$ cat config.mk
export PLATFORM = sky130hd
export DESIGN_NAME = bcd_to_bin_seq_flat
export DESIGN_NICKNAME = d
export VERILOG_FILES = /design/src/rtl/bcd_to_bin_seq_if.sv /design/src/rtl/bcd_to_bin_seq.sv /design/src/flat_wrapper.sv
export SDC_FILE = /design/constraint.sdc
export NUM_CORES = 1
export LEC_CHECK = 0
export ABC_AREA = 1
export CELL_PAD_IN_SITES_DETAIL_PLACEMENT = 1
export CELL_PAD_IN_SITES_GLOBAL_PLACEMENT = 2
export CORE_UTILIZATION = 30
export DETAILED_ROUTE_END_ITERATION = 10
export HOLD_SLACK_MARGIN = 0.12
export PLACE_DENSITY = 0.85
export REMOVE_ABC_BUFFERS = 1
export SETUP_SLACK_MARGIN = 0.02
export SLEW_MARGIN = 20
export SYNTH_ARGS = -nofsm -noshare
export SYNTH_HDL_FRONTEND = slang
export SYNTH_SLANG_ARGS = --single-unit
$ cat constraint.sdc
create_clock -name clk -period 2.11 [get_ports clk]
set_clock_uncertainty 0.2 [all_clocks]
set_input_delay 0.422 -clock clk [delete_from_list [all_inputs] [get_ports clk]]
set_output_delay 0.422 -clock clk [all_outputs]
set_load 0.1 [all_outputs]
$ cat src/rtl/bcd_to_bin_seq_if.sv
// Handshake bundle for the BCD-to-binary converter.
// The master drives the input and consumes the result; the slave is the converter.
interface bcd_to_bin_seq_if #(
   parameter int DIGITS = 4,
   parameter int BIN_W  = 14
);
   logic                  in_valid;
   logic                  in_ready;
   logic [4*DIGITS-1:0]   bcd_in;
   logic                  out_valid;
   logic                  out_ready;
   logic [BIN_W-1:0]      bin_out;
   logic                  err;
   logic                  busy;

   modport master (
      output in_valid,
      output bcd_in,
      output out_ready,
      input  in_ready,
      input  out_valid,
      input  bin_out,
      input  err,
      input  busy
   );

   modport slave (
      input  in_valid,
      input  bcd_in,
      input  out_ready,
      output in_ready,
      output out_valid,
      output bin_out,
      output err,
      output busy
   );
endinterface

$ cat src/rtl/bcd_to_bin_seq.sv
// Sequential packed-BCD to binary converter (reverse double dabble).
// One right shift plus per-digit correction per cycle, BIN_W cycles total.
module bcd_to_bin_seq #(
   parameter int DIGITS = 4,
   parameter int BIN_W  = 14
) (
   input logic             clk,
   input logic             reset,
   bcd_to_bin_seq_if.slave bus
);
   localparam int BW = 4 * DIGITS;
   localparam int CW = $clog2(BIN_W + 1);

   typedef enum logic [1:0] {
      IDLE,
      SHIFT,
      DONE
   } state_t;

   state_t           state;
   logic [BW-1:0]    bcd_sr;
   logic [BW-1:0]    nxt_bcd;
   logic [BIN_W-1:0] bin_sr;
   logic [BIN_W-1:0] nxt_bin;
   logic [CW-1:0]    cnt;
   logic             bad;
   logic             last;

   // Digits at 8 or above after the shift held 10+ before it: undo by 3.
   always_comb begin
      nxt_bin = {bcd_sr[0], bin_sr[BIN_W-1:1]};
      nxt_bcd = bcd_sr >> 1;
      for (int d = 0; d < DIGITS; d++) begin
         if (nxt_bcd[4*d+3])
            nxt_bcd[4*d +: 4] = nxt_bcd[4*d +: 4] - 4'd3;
      end
   end

   always_comb begin
      bad = 1'b0;
      for (int d = 0; d < DIGITS; d++) begin
         if (bus.bcd_in[4*d +: 4] > 4'd9)
            bad = 1'b1;
      end
   end

   assign last = (cnt == CW'(BIN_W - 1));

   always_ff @(posedge clk) begin
      if (reset) begin
         state         <= IDLE;
         bcd_sr        <= '0;
         bin_sr        <= '0;
         cnt           <= '0;
         bus.out_valid <= 1'b0;
         bus.bin_out   <= '0;
         bus.err       <= 1'b0;
         bus.busy      <= 1'b0;
         bus.in_ready  <= 1'b1;
      end else begin
         unique case (state)
            IDLE: begin
               if (bus.in_valid && bus.in_ready) begin
                  bcd_sr       <= bus.bcd_in;
                  bin_sr       <= '0;
                  cnt          <= '0;
                  bus.in_ready <= 1'b0;
                  bus.busy     <= 1'b1;
                  if (bad) begin
                     state       <= DONE;
                     bus.err     <= 1'b1;
                     bus.bin_out <= '0;
                  end else begin
                     state <= SHIFT;
                  end
               end
            end
            SHIFT: begin
               bcd_sr <= nxt_bcd;
               bin_sr <= nxt_bin;
               cnt    <= cnt + 1'b1;
               if (last) begin
                  state         <= DONE;
                  bus.bin_out   <= nxt_bin;
                  bus.err       <= 1'b0;
                  bus.out_valid <= 1'b1;
               end
            end
            DONE: begin
               // The error path arrives with out_valid low; raise it here.
               if (bus.out_valid && bus.out_ready) begin
                  state         <= IDLE;
                  bus.out_valid <= 1'b0;
                  bus.busy      <= 1'b0;
                  bus.in_ready  <= 1'b1;
               end else begin
                  bus.out_valid <= 1'b1;
               end
            end
            default: state <= IDLE;
         endcase
      end
   end
endmodule
$ cat src/flat_wrapper.sv
// flat-port wrapper written by rule: the top's interface ports become plain ports
module bcd_to_bin_seq_flat 
#(
   parameter int DIGITS = 4,
   parameter int BIN_W  = 14
)
  (clk, reset, bus_in_valid, bus_bcd_in, bus_out_ready, bus_in_ready, bus_out_valid, bus_bin_out, bus_err, bus_busy);
  bcd_to_bin_seq_if #(.DIGITS(DIGITS), .BIN_W(BIN_W)) bus_i ();
  input logic clk;
  input logic reset;
  input wire logic [$bits(bus_i.in_valid)-1:0] bus_in_valid;
  input wire logic [$bits(bus_i.bcd_in)-1:0] bus_bcd_in;
  input wire logic [$bits(bus_i.out_ready)-1:0] bus_out_ready;
  output wire logic [$bits(bus_i.in_ready)-1:0] bus_in_ready;
  output wire logic [$bits(bus_i.out_valid)-1:0] bus_out_valid;
  output wire logic [$bits(bus_i.bin_out)-1:0] bus_bin_out;
  output wire logic [$bits(bus_i.err)-1:0] bus_err;
  output wire logic [$bits(bus_i.busy)-1:0] bus_busy;
  assign bus_i.in_valid = bus_in_valid;
  assign bus_i.bcd_in = bus_bcd_in;
  assign bus_i.out_ready = bus_out_ready;
  assign bus_in_ready = bus_i.in_ready;
  assign bus_out_valid = bus_i.out_valid;
  assign bus_bin_out = bus_i.bin_out;
  assign bus_err = bus_i.err;
  assign bus_busy = bus_i.busy;
  bcd_to_bin_seq #(.DIGITS(DIGITS), .BIN_W(BIN_W)) u_core (.clk(clk), .reset(reset), .bus(bus_i));
endmodule
**Yosys cells after proc, flatten, opt, wreduce, memory -nomap -nowiden**

Index checks and enable logic that the tools add are counted.

- Register bits: 54
- Output and inout bits: 18

- Magnitude comparators: 4
- Reductions and logical operators: 11
- Muxes and demuxes: 35
- Equality and inequality tests: 7
- $add $sub $neg: 4

Operator list:

| operator | number |
|---|---|
| two-way mux 14 bit | 4 |
| case mux 14 bit (2 select lines) | 2 |
| case mux 16 bit (2 select lines) | 1 |
| > comparator 4 bit, second input constant | 4 |
| two-way mux 16 bit | 1 |
| two-way mux 4 bit | 4 |
| two-way mux 1 bit | 13 |
| subtractor 4 x 2 -> 4 bit, second input constant | 3 |
| two-way mux 2 bit | 4 |
| != test 2 x 1 -> 1 bit, second input constant | 4 |
| case mux 1 bit (2 select lines) | 4 |
| case mux 4 bit (2 select lines) | 1 |
| case mux 2 bit (3 select lines) | 1 |
| AND reduction 3 bit | 2 |
| nonzero test 2 bit | 3 |
| adder 4 x 1 -> 4 bit, second input constant | 1 |
| == test 4 bit, second input constant | 1 |
| AND reduction 2 bit | 2 |
| AND reduction 4 bit | 1 |
| == test 2 x 1 -> 1 bit, second input constant | 1 |
| == test 2 bit, second input constant | 1 |
| logical AND 1 bit | 2 |
| logical NOT 2 bit | 1 |

**Longest topological paths before layout**

Gate-level depths: netlist of run 1.

- Word-level depth: 8
- Gate-level depth with buffers: 9
- Gate-level depth less buffers: 8

**Least setup slack after synthesis of run 1**

OpenSTA, ideal clock, no wires.

- Path kind: register to register
- Start point: reg u_core.bus.in_ready
- End point: reg u_core.cnt[0]
- Setup time: 0.116 ns
- Period minus slack after synthesis: 2.087 ns
- Buffers on the path: 1
- Path slack: 0.023 ns
- Arrival: 1.770 ns
- Stages on the path, launching flop included: 9
- Required time: 1.794 ns
- Cells stage by stage: dfxtp_1 -> nand2_1 -> nand2_1 -> nand2_1 -> inv_1 -> buf_2 -> nand2_1 -> o211ai_1 -> inv_1

- Cells in the longest elaborated chain, start to end: 3

Ends and longest elaborated chain:

| item | RTL line | RTL |
|---|---|---|
| start: declaration | bcd_to_bin_seq_if.sv:31 | `output in_ready,` |
| start signal: assignment | bcd_to_bin_seq.sv:59 | `bus.in_ready <= 1'b1;` |
| start signal: assignment | bcd_to_bin_seq.sv:67 | `bus.in_ready <= 1'b0;` |
| start signal: assignment | bcd_to_bin_seq.sv:95 | `bus.in_ready <= 1'b1;` |
| logical AND 1 bit | bcd_to_bin_seq.sv:63 | `if (bus.in_valid && bus.in_ready) begin` |
| != test 2 x 1 -> 1 bit (no source line) | -- |  |
| AND reduction 2 bit (no source line) | -- |  |
| end signal: assignment | bcd_to_bin_seq.sv:81 | `cnt <= cnt + 1'b1;` |
| end: declaration | bcd_to_bin_seq.sv:25 | `logic [CW-1:0] cnt;` |

Every way passes these cells.
A chain may end at the register's enable or synchronous reset.

**Worst setup path in the final report of run 1**

- Start point: reg u_core.cnt[0]
- End point: reg u_core.bus.bin_out[4]

- Cells in the longest elaborated chain, start to end: 3

Ends and longest elaborated chain:

| item | RTL line | RTL |
|---|---|---|
| == test 4 bit | bcd_to_bin_seq.sv:47 | `assign last = (cnt == CW'(BIN_W - 1));` |
| != test 2 x 1 -> 1 bit (no source line) | -- |  |
| AND reduction 4 bit (no source line) | -- |  |
| end signal: assignment | bcd_to_bin_seq.sv:84 | `bus.bin_out <= nxt_bin;` |
| end: declaration | bcd_to_bin_seq_if.sv:33 | `output bin_out,` |

Every way passes these cells.

==> impl_metrics.tcl, run 1 <==
set metrics [dict create \
    die_area_um2 8280 \
    placed_cell_area_um2 3090 \
    tritoncts "yes" \
    grt_use_total 0.166 \
    hold_buffers 0 \
    ir_drop_uv 380 \
    ys_seq_area_frac 0.447 \
    start_util 0.309 \
    drive_gt1_frac 0.129 \
    io_pins 38 \
    fp.dieW_um 91.0 \
    dr.pass1.iters 6 \
    fmax_ghz 0.551 \
    clockBufferDepth 2 \
    slew_violations 0 \
    rsz0062_at_grt "no" \
    hpwl_um 4490 \
    area_delta_synth_final_pct 35.8 \
    numCtsBuffers 5 \
    final_area_um2 3230 \
    post-cts-setup-buffer-count 0 \
    grt_antenna_before_repair 0 \
    overflow 0 \
    setup_slack_ns 0.296 \
    finalSetupViolations 0 \
    dp_slack_ns 0.0101 \
    cts_resized 0 \
    grt_first_pass_wirelength_um 11000 \
    core_um2 7690 \
    fin_nets 389 \
    hold_path_class "register to register" \
    yosysWarnings 0 \
    wl_um 6390 \
    layout.cells.most_common "nand2_1" \
    die_h_um 91.0 \
    drc 0 \
    worstReg2RegStart "u_core.cnt[0]" \
    cellPowerDensity_nw_per_um2 1230 \
    grt_max_degree 32 \
    mostFrequentLayoutCells "nand2_1 (81), a21oi_1 (56), dfxtp_1 (53)" \
    fp-row-count 32 \
    cp-end-kind "register" \
    cp_data_arrival_time_ns 1.83 \
    synth_cell_types 23 \
    antenna_cells 0 \
    synthCells 327 \
    worstPathRequired_ns 2.13 \
    place_congestion 0.733 \
    clk_pin_slew_worst_paths_ns 0.10 \
    worstSkewPairLatency_ns 0.31 \
    drt-wirelength-per-cell_um 13.7 \
    r2r_slack_ns 0.30 \
    total_leakage_power_nw 1.28 \
    synth.avg_cell_area_um2 7.27 \
    finalCritPeriodShare 0.860 \
    synth.ff_latch_count 53 \
    crit_type "register to register" \
    drtAntennaViolNets 0 \
    drtIter0Drc 64 \
    fin_crit_ns 1.81 \
    htreeDepth 2 \
    crit_path_start "u_core.cnt[0]" \
    cp-start-kind "register" \
    dp_cells 459 \
    syn_area_um2 2380 \
    hold_path.startpoint "u_core.bin_sr[9]" \
    maxSlewHeadroom 0.792 \
    cts_sinks 53 \
    vias 2250 \
    grt_pass1_vias 2307 \
    finalNonFillerCells 467 \
    maxCapViolCount 0 \
    worstMarginPinSlew_ns 0.309 \
    io_buffers 37 \
    status "complete, no violations" \
    root_buffer "clkbuf_8" \
    cp_max_fo 9 \
    vias_per_cell 4.82 \
    final_hold_viol_count 0 \
]
-- where the power goes --
part           switching, mW  internal, mW
sequential             0.180          1.17
clock                  0.340         0.471
combinational           1.13         0.689
total                   1.65          2.33
-- synthesized netlist by cell type --
master     number  area (um^2)
ha_1            5         62.6
a31oi_1         4         25.0
nor3_1          1         5.00
a21oi_2         2         17.5
a2bb2oi_1       2         17.5
nand4_1         1         6.26
nand2_1        81          304
a21oi_1        56          280
clkbuf_1        8         30.0
or2_4           1         8.76
or2_2           1         6.26
o211ai_1        1         7.51
buf_6           3         33.8
nand3_1        22          110
nand2_4         1         11.3
nor2_1         35          131
buf_2           9         45.0
dfxtp_1        53         1060
xnor2_1         5         43.8
a31o_2          1         8.76
nand2_2         2         12.5
inv_1          14         52.6
o21ai_0        19         95.1
-- final cells by class --
type	instances	area, um^2
Clock buffer	5	68.8
Clock inverter	3	65.1
Fill cell	952	4460
Sequential cell	53	1060
Tap cell	102	128
Multi-Input combinational cell	240	1150
Timing Repair Buffer	50	698
Inverter	14	52.6
-- final timing paths --
check                                to  cells after the start
setup reg to reg  u_core.bus.bin_out[4]                      8
hold reg to reg        u_core.bin_sr[9]                      2
hold / removal         u_core.bin_sr[9]                      2
setup / recovery  u_core.bus.bin_out[4]                      8
-- state kept, by name, indices dropped and copies added (netlist names) --
register	count
u_core.bcd_sr	16
u_core.bin_sr	13
u_core.bus.bin_out	14
u_core.bus.busy	1
u_core.bus.err	1
u_core.bus.in_ready	1
u_core.bus.out_valid	1
u_core.cnt	4
u_core.state	2
-- layer usage --
| metal | vias to the layer above | share of wire | GRT usage |
|---|---|---|---|
| met2 | 25 | 0.50 | 0.298 |
| met4 | 0 | 0.016 | 0.0529 |
| met3 | 8 | 0.022 | 0.0302 |
| met1 | 1064 | 0.46 | 0.199 |
| li1 | 1153 | - | - |
| met5 | - | 0 | 0 |
-- critical path, cell delays in order (launching register included) --
cell	delay, ns
dfxtp_1	0.44
ha_1	0.18
nand3_1	0.10
or2_4	0.26
nand2_2	0.15
buf_4	0.19
nand3_1	0.10
nand2_1	0.07
nor2_1	0.03
-- metrics by stage --
step	setup TNS, ns	hold slack (ns)	total power [mW]	util
CTS	0	0.269	4.03	0.420
detailed placement	0	0.254	3.21	0.402
global placement	-0.257	0.249	3.17	0.402
global route	0	0.291	4.20	0.420
finish	0	0.268	3.98	0.420
floorplan	-5.79	0.235	2.45	-
-- cell families (layout without fill, tap and decap cells) --
kind of cell / after synthesis / count (layout) / synth area share
AOI/OAI and AO/OA: 85 / 85 / 0.190
xor gates and xnor gates: 5 / 5 / 0.0184
adders and majority gates: 5 / 5 / 0.0263
buffers and inverters: 34 / 72 / 0.0679
DFF: 53 / 53 / 0.447
and+or+nand+nor: 145 / 145 / 0.251
Note: power is estimated with default switching activity, not from simulation.
==> run 2, diff against run 1 <==
==> constraint.sdc (replaced) <==
create_clock -name clk -period 2.11 [get_ports clk]
set_clock_uncertainty 0.2 [all_clocks]
set_input_delay 0.422 -clock clk [delete_from_list [all_inputs] [get_ports clk]]
set_output_delay 0.422 -clock clk [all_outputs]
set_load 0.02 [all_outputs]
==> run 2 against run 1 <==
Effect of this change: power fell by 22%; combinational power shrank 39%; non-clock buffer count is the same; critical endpoint is now bus_out_valid; sequential share of layout area increased by 2.2 points; critical path depth decreased by 7; sequential cell count stayed put.
==> impl_metrics.tcl, run 2 (synthesis results as in run 1) <==
set metrics [dict create \
    crit_type "register to output port" \
    io_buffers 37 \
    critPathMaxStageDelay_ns 0.63 \
    root_buffer "clkbuf_8" \
    clk_pin_slew_worst_paths_ns 0.10 \
    worstPathRequired_ns 1.49 \
    crit_chain "clkdlybuf4s50_1" \
    mostFrequentLayoutCells "nand2_1 (81), a21oi_1 (56), dfxtp_1 (53)" \
    hpwl_um 4300 \
    vias 2244 \
    core_um2 7690 \
    ir_drop_uv 283 \
    cp_slowest_cell "clkdlybuf4s50_1" \
    grt_max_degree 32 \
    grt_first_pass_wirelength_um 10800 \
    numCtsBuffers 5 \
    cts_resized 0 \
    fin_crit_ns 1.95 \
    fin_util 0.393 \
    overflow 0 \
    die_area_um2 8280 \
    r2r_slack_ns 0.34 \
    finalSetupViolations 0 \
    hold_path_class "register to register" \
    antenna_cells 0 \
    setup_slack_ns 0.157 \
    top_layer "met4" \
    largest_reg_flops 16 \
    htreeDepth 2 \
    grt_pass1_vias 2279 \
    wl_met2_um 3050 \
    grt_use_total 0.160 \
    wl_um 6070 \
    path_buf_inv 1 \
    whs_ns 0.264 \
    slew_violations 0 \
    vias_per_cell 4.81 \
    worstMarginPinSlew_ns 0.301 \
    dp_slack_ns -0.00461 \
    critPathTopFamily "buffers and inverters" \
    maxCapViolCount 0 \
    finalCritPeriodShare 0.926 \
    layout.cells.most_common "nand2_1" \
    area_delta_synth_final_pct 27.3 \
    clockBufferDepth 2 \
    fmax_ghz 0.512 \
    worstSkewPairLatency_ns 0.30 \
    drtIter0Drc 57 \
    cp_max_fo 4 \
    hold_buffers 0 \
    final_hold_viol_count 0 \
    fp.dieW_um 91.0 \
    io_pins 38 \
    status "complete, no violations" \
    fp-row-count 32 \
    post-cts-setup-buffer-count 0 \
    grt_antenna_before_repair 0 \
    reg_top3 "u_core.bcd_sr: 16 flops, u_core.bus.bin_out: 14 flops, u_core.bin_sr: 13 flops" \
    met1_length_um 2890 \
    tritoncts "yes" \
    drt-wirelength-per-cell_um 13.0 \
    cp_data_arrival_time_ns 1.33 \
    start_util 0.309 \
    maxSlewHeadroom 0.797 \
    rsz0062_at_grt "no" \
    cellPowerDensity_nw_per_um2 1030 \
    place_congestion 0.719 \
    fin_nets 389 \
    drtAntennaViolNets 0 \
    drive_gt1_frac 0.0767 \
    top_register "u_core.bcd_sr" \
    cp-start-kind "register" \
    dr.pass1.iters 6 \
    total_leakage_power_nw 1.18 \
    cp-end-kind "output port" \
    dr_wl_met3_um 102 \
    cts_sinks 53 \
    drc 0 \
    die_h_um 91.0 \
]
run 2: cell count changes in the layout (fill, tap and decap cells not counted), sizes merged:
| cell | previous run | this run |
|---|---|---|
| clkbuf | 5 | 6 |
| bufinv | 2 | 1 |
| clkdlybuf4s50 | 19 | 37 |
| buf | 31 | 13 |
run 2: per-stage QoR:
step / total power, mW / TNS [ns] / std cells / instance area, um^2
2_1_floorplan: 1.93 / -0.551 / 307 / 2270
6_report: 3.10 / 0 / 467 / 3020
5_1_grt: 3.32 / 0 / 467 / 3020
4_1_cts: 3.15 / 0 / 467 / 3020
3_5_place_dp: 2.45 / -0.00461 / 459 / 2910
3_3_place_gp: 2.41 / -0.0210 / 459 / 2910
run 2: routing by layer:
| layer | vias to the layer above | global-route usage |
|---|---|---|
| met5 | - | 0 |
| met4 | 0 | 0.0437 |
| met3 | 2 | 0.0268 |
| met2 | 20 | 0.287 |
| met1 | 1071 | 0.196 |
| li1 | 1151 | - |
run 2: cell type report:
type / instances / area, um^2
clock buffers: 6 / 72.6
clock inverters: 2 / 38.8
fillers: 971 / 4660
inverters: 14 / 52.6
multi-input cells: 240 / 1150
flip-flops and latches: 53 / 1060
well taps: 102 / 128
repair buffers: 50 / 518
run 2: worst paths after layout:
check                       startpoint                endpoint  depth (start not counted)
setup reg to reg       u_core.state[0]  u_core.bus.bin_out[12]                          7
setup / recovery  u_core.bus.out_valid           bus_out_valid                          1
hold reg to reg       u_core.bin_sr[8]        u_core.bin_sr[8]                          2
hold / removal        u_core.bin_sr[8]        u_core.bin_sr[8]                          2
run 2: where the power goes:
group	internal (mW)	total, mW	switching, mW
combinational	0.510	1.11	0.600
clock	0.357	0.690	0.334
sequential	1.17	1.30	0.131
==> run 3, diff against run 2 <==
--- a/config.mk
+++ b/config.mk
@@ -8,10 +8,11 @@
 export ABC_AREA = 1
 export CELL_PAD_IN_SITES_DETAIL_PLACEMENT = 1
 export CELL_PAD_IN_SITES_GLOBAL_PLACEMENT = 2
-export CORE_UTILIZATION = 30
+export CORE_UTILIZATION = 35
 export DETAILED_ROUTE_END_ITERATION = 10
+export DONT_BUFFER_PORTS = 1
 export HOLD_SLACK_MARGIN = 0.12
-export PLACE_DENSITY = 0.85
+export PLACE_DENSITY = 0.84
 export REMOVE_ABC_BUFFERS = 1
 export SETUP_SLACK_MARGIN = 0.02
 export SLEW_MARGIN = 20
==> run 3 against run 2 <==
Effect of this change: the run now ends with design-rule violations left; clock power down 14%; die area fell by 14%; first-iteration DRC count is 30% higher; power is 11% lower; clock-buffer cell count is the same; combinational power is 30% lower; sequential cell count unchanged; critical path depth is 7 higher; register-to-register slack worse by 0.12 ns; largest cell class unchanged.
==> impl_metrics.tcl, run 3 (synthesis results as in run 1) <==
set metrics [dict create \
    fp-row-count 29 \
    cp_slowest_cell "dfxtp_1" \
    rsz0062_at_grt "no" \
    internal-power_mw 1.72 \
    cp-end-kind "register" \
    clk_pin_slew_worst_paths_ns 0.10 \
    start_util 0.368 \
    drc 6 \
    io_buffers 0 \
    numCtsBuffers 5 \
    fin_crit_ns 1.89 \
    p_switching_mw 1.06 \
    cts_resized 0 \
    ir_drop_uv 277 \
    dr.pass1.iters 7 \
    overflow 0 \
    fin_util 0.416 \
    grt_use_total 0.185 \
    clockBufferDepth 2 \
    total_leakage_power_nw 1.05 \
    crit_top_cell "nand3_1" \
    slew_violations 0 \
    drive_gt1_frac 0.0794 \
    maxCapViolCount 0 \
    reg_top3 "u_core.bcd_sr: 16 flops, u_core.bus.bin_out: 14 flops, u_core.bin_sr: 13 flops" \
    failed_checks "design-rule violations" \
    grt_first_pass_wirelength_um 10500 \
    cp-start-kind "register" \
    post-cts-setup-buffer-count 0 \
    fin_nets 364 \
    hold_path_class "input port to register" \
    cellPowerDensity_nw_per_um2 1030 \
    power_mw 2.77 \
    die_area_um2 7120 \
    final_hold_viol_count 0 \
    cp_max_fo 21 \
    worstPathRequired_ns 2.13 \
    drtAntennaViolNets 0 \
    status "complete, but fails checks" \
    power.share.clock 0.214 \
    drt-wirelength-per-cell_um 14.5 \
    fp.dieW_um 84.4 \
    worstSkewPairLatency_ns 0.31 \
    antenna_cells 0 \
    root_buffer "clkbuf_8" \
    grt_use_met3 0.0482 \
    largest_reg_flops 16 \
    fin_tns_setup_ns 0 \
    maxSlewHeadroom 0.341 \
    critPathMaxStageDelay_ns 0.44 \
    vias 2140 \
    htreeDepth 2 \
    pwr-share-seq 0.507 \
    mostFrequentLayoutCells "nand2_1 (81), a21oi_1 (56), dfxtp_1 (53)" \
    grt_pass1_vias 2159 \
    crit_type "register to register" \
    swShare 0.381 \
    worstMarginPinSlew_ns 0.985 \
    top_usage_layer "met2" \
    wl_um 6060 \
    path_buf_inv 1 \
    core_um2 6460 \
    hpwl_um 3920 \
    die_h_um 84.4 \
    p_comb_frac 0.279 \
    grt_max_degree 32 \
    grtUsageMet1 0.230 \
    area_delta_synth_final_pct 13.2 \
    critPathTopFamily "simple AND/OR/NAND/NOR gates" \
    io_pins 38 \
    layout.cells.most_common "nand2_1" \
    place_congestion 0.778 \
    finalCritPeriodShare 0.894 \
    drtIter0Drc 74 \
    cts_sinks 53 \
    grt_antenna_before_repair 0 \
    finalSetupViolations 0 \
    tritoncts "yes" \
    fmax_ghz 0.530 \
    cp_data_arrival_time_ns 1.90 \
    grt_util_met2 0.315 \
    fill_cells 824 \
    crit_chain "ha_1, nand3_1, or2_4, nand2_2, buf_12, nand3_1, nand2_1, nor2_1" \
    top_register "u_core.bcd_sr" \
    vias_per_cell 5.13 \
]
run 3: changes by cell type in the layout (fill, tap and decap cells not counted), sizes merged:
cell           before  now
clkinv              1    0
clkinvlp            0    2
dlygate4sd3         0   14
bufinv              1    0
buf                13   11
clkdlybuf4s50      37    0
run 3: layout make-up:
| cell class | instances | area [um^2] | area share |
|---|---|---|---|
| flip-flops and latches | 53 | 1060 | 0.395 |
| clock inverters | 2 | 15.0 | 0.00558 |
| well taps | 77 | 96.3 | 0.0358 |
| inverters | 14 | 52.6 | 0.0195 |
| clock buffers | 6 | 72.6 | 0.0270 |
| multi-input cells | 240 | 1160 | 0.430 |
| repair buffers | 25 | 235 | 0.0875 |
run 3: per-stage QoR:
stage / instance area, um^2 / setup slack, ns / hold WS (ns) / instances
2_1_floorplan: 2270 / -0.0426 / 0.235 / 307
3_3_place_gp: 2460 / 0.326 / 0.242 / 395
3_5_place_dp: 2460 / 0.244 / 0.246 / 395
4_1_cts: 2690 / 0.234 / 0.143 / 417
5_1_grt: 2690 / 0.0562 / 0.132 / 417
6_report: 2690 / 0.224 / 0.141 / 417
run 3: metal layers:
metal	wire (um)	vias to the layer above
met5	0	-
li1	-	1099
met4	95	0
met3	235	9
met1	2890	1010
met2	2840	22
run 3: power groups by stage:
| stage | registers (mW) | logic [mW] | clock network, mW |
|---|---|---|---|
| 2_1_floorplan | 1.40 | 0.530 | 0 |
| 3_3_place_gp | 1.43 | 0.726 | 0 |
| 3_5_place_dp | 1.43 | 0.748 | 0 |
| 4_1_cts | 1.41 | 0.781 | 0.612 |
| 5_1_grt | 1.43 | 0.888 | 0.651 |
| 6_report | 1.41 | 0.773 | 0.593 |
run 3: path summary, 6_finish.rpt:
path / to / slack (ns) / start / depth (start not counted)
worst min-delay path: u_core.bus.in_ready / 0.14 / bus_out_ready / 2
worst max-delay path: u_core.bus.bin_out[12] / 0.22 / u_core.cnt[0] / 8
worst max register to register: u_core.bus.bin_out[12] / 0.22 / u_core.cnt[0] / 8
worst min register to register: u_core.bin_sr[4] / 0.27 / u_core.bin_sr[4] / 2
run 3: what timing repair did:
action / in CTS / in global routing
setup endpoints to repair: 0 / 0
hold endpoints to repair: 35 / 0
hold buffers: 14 / 0
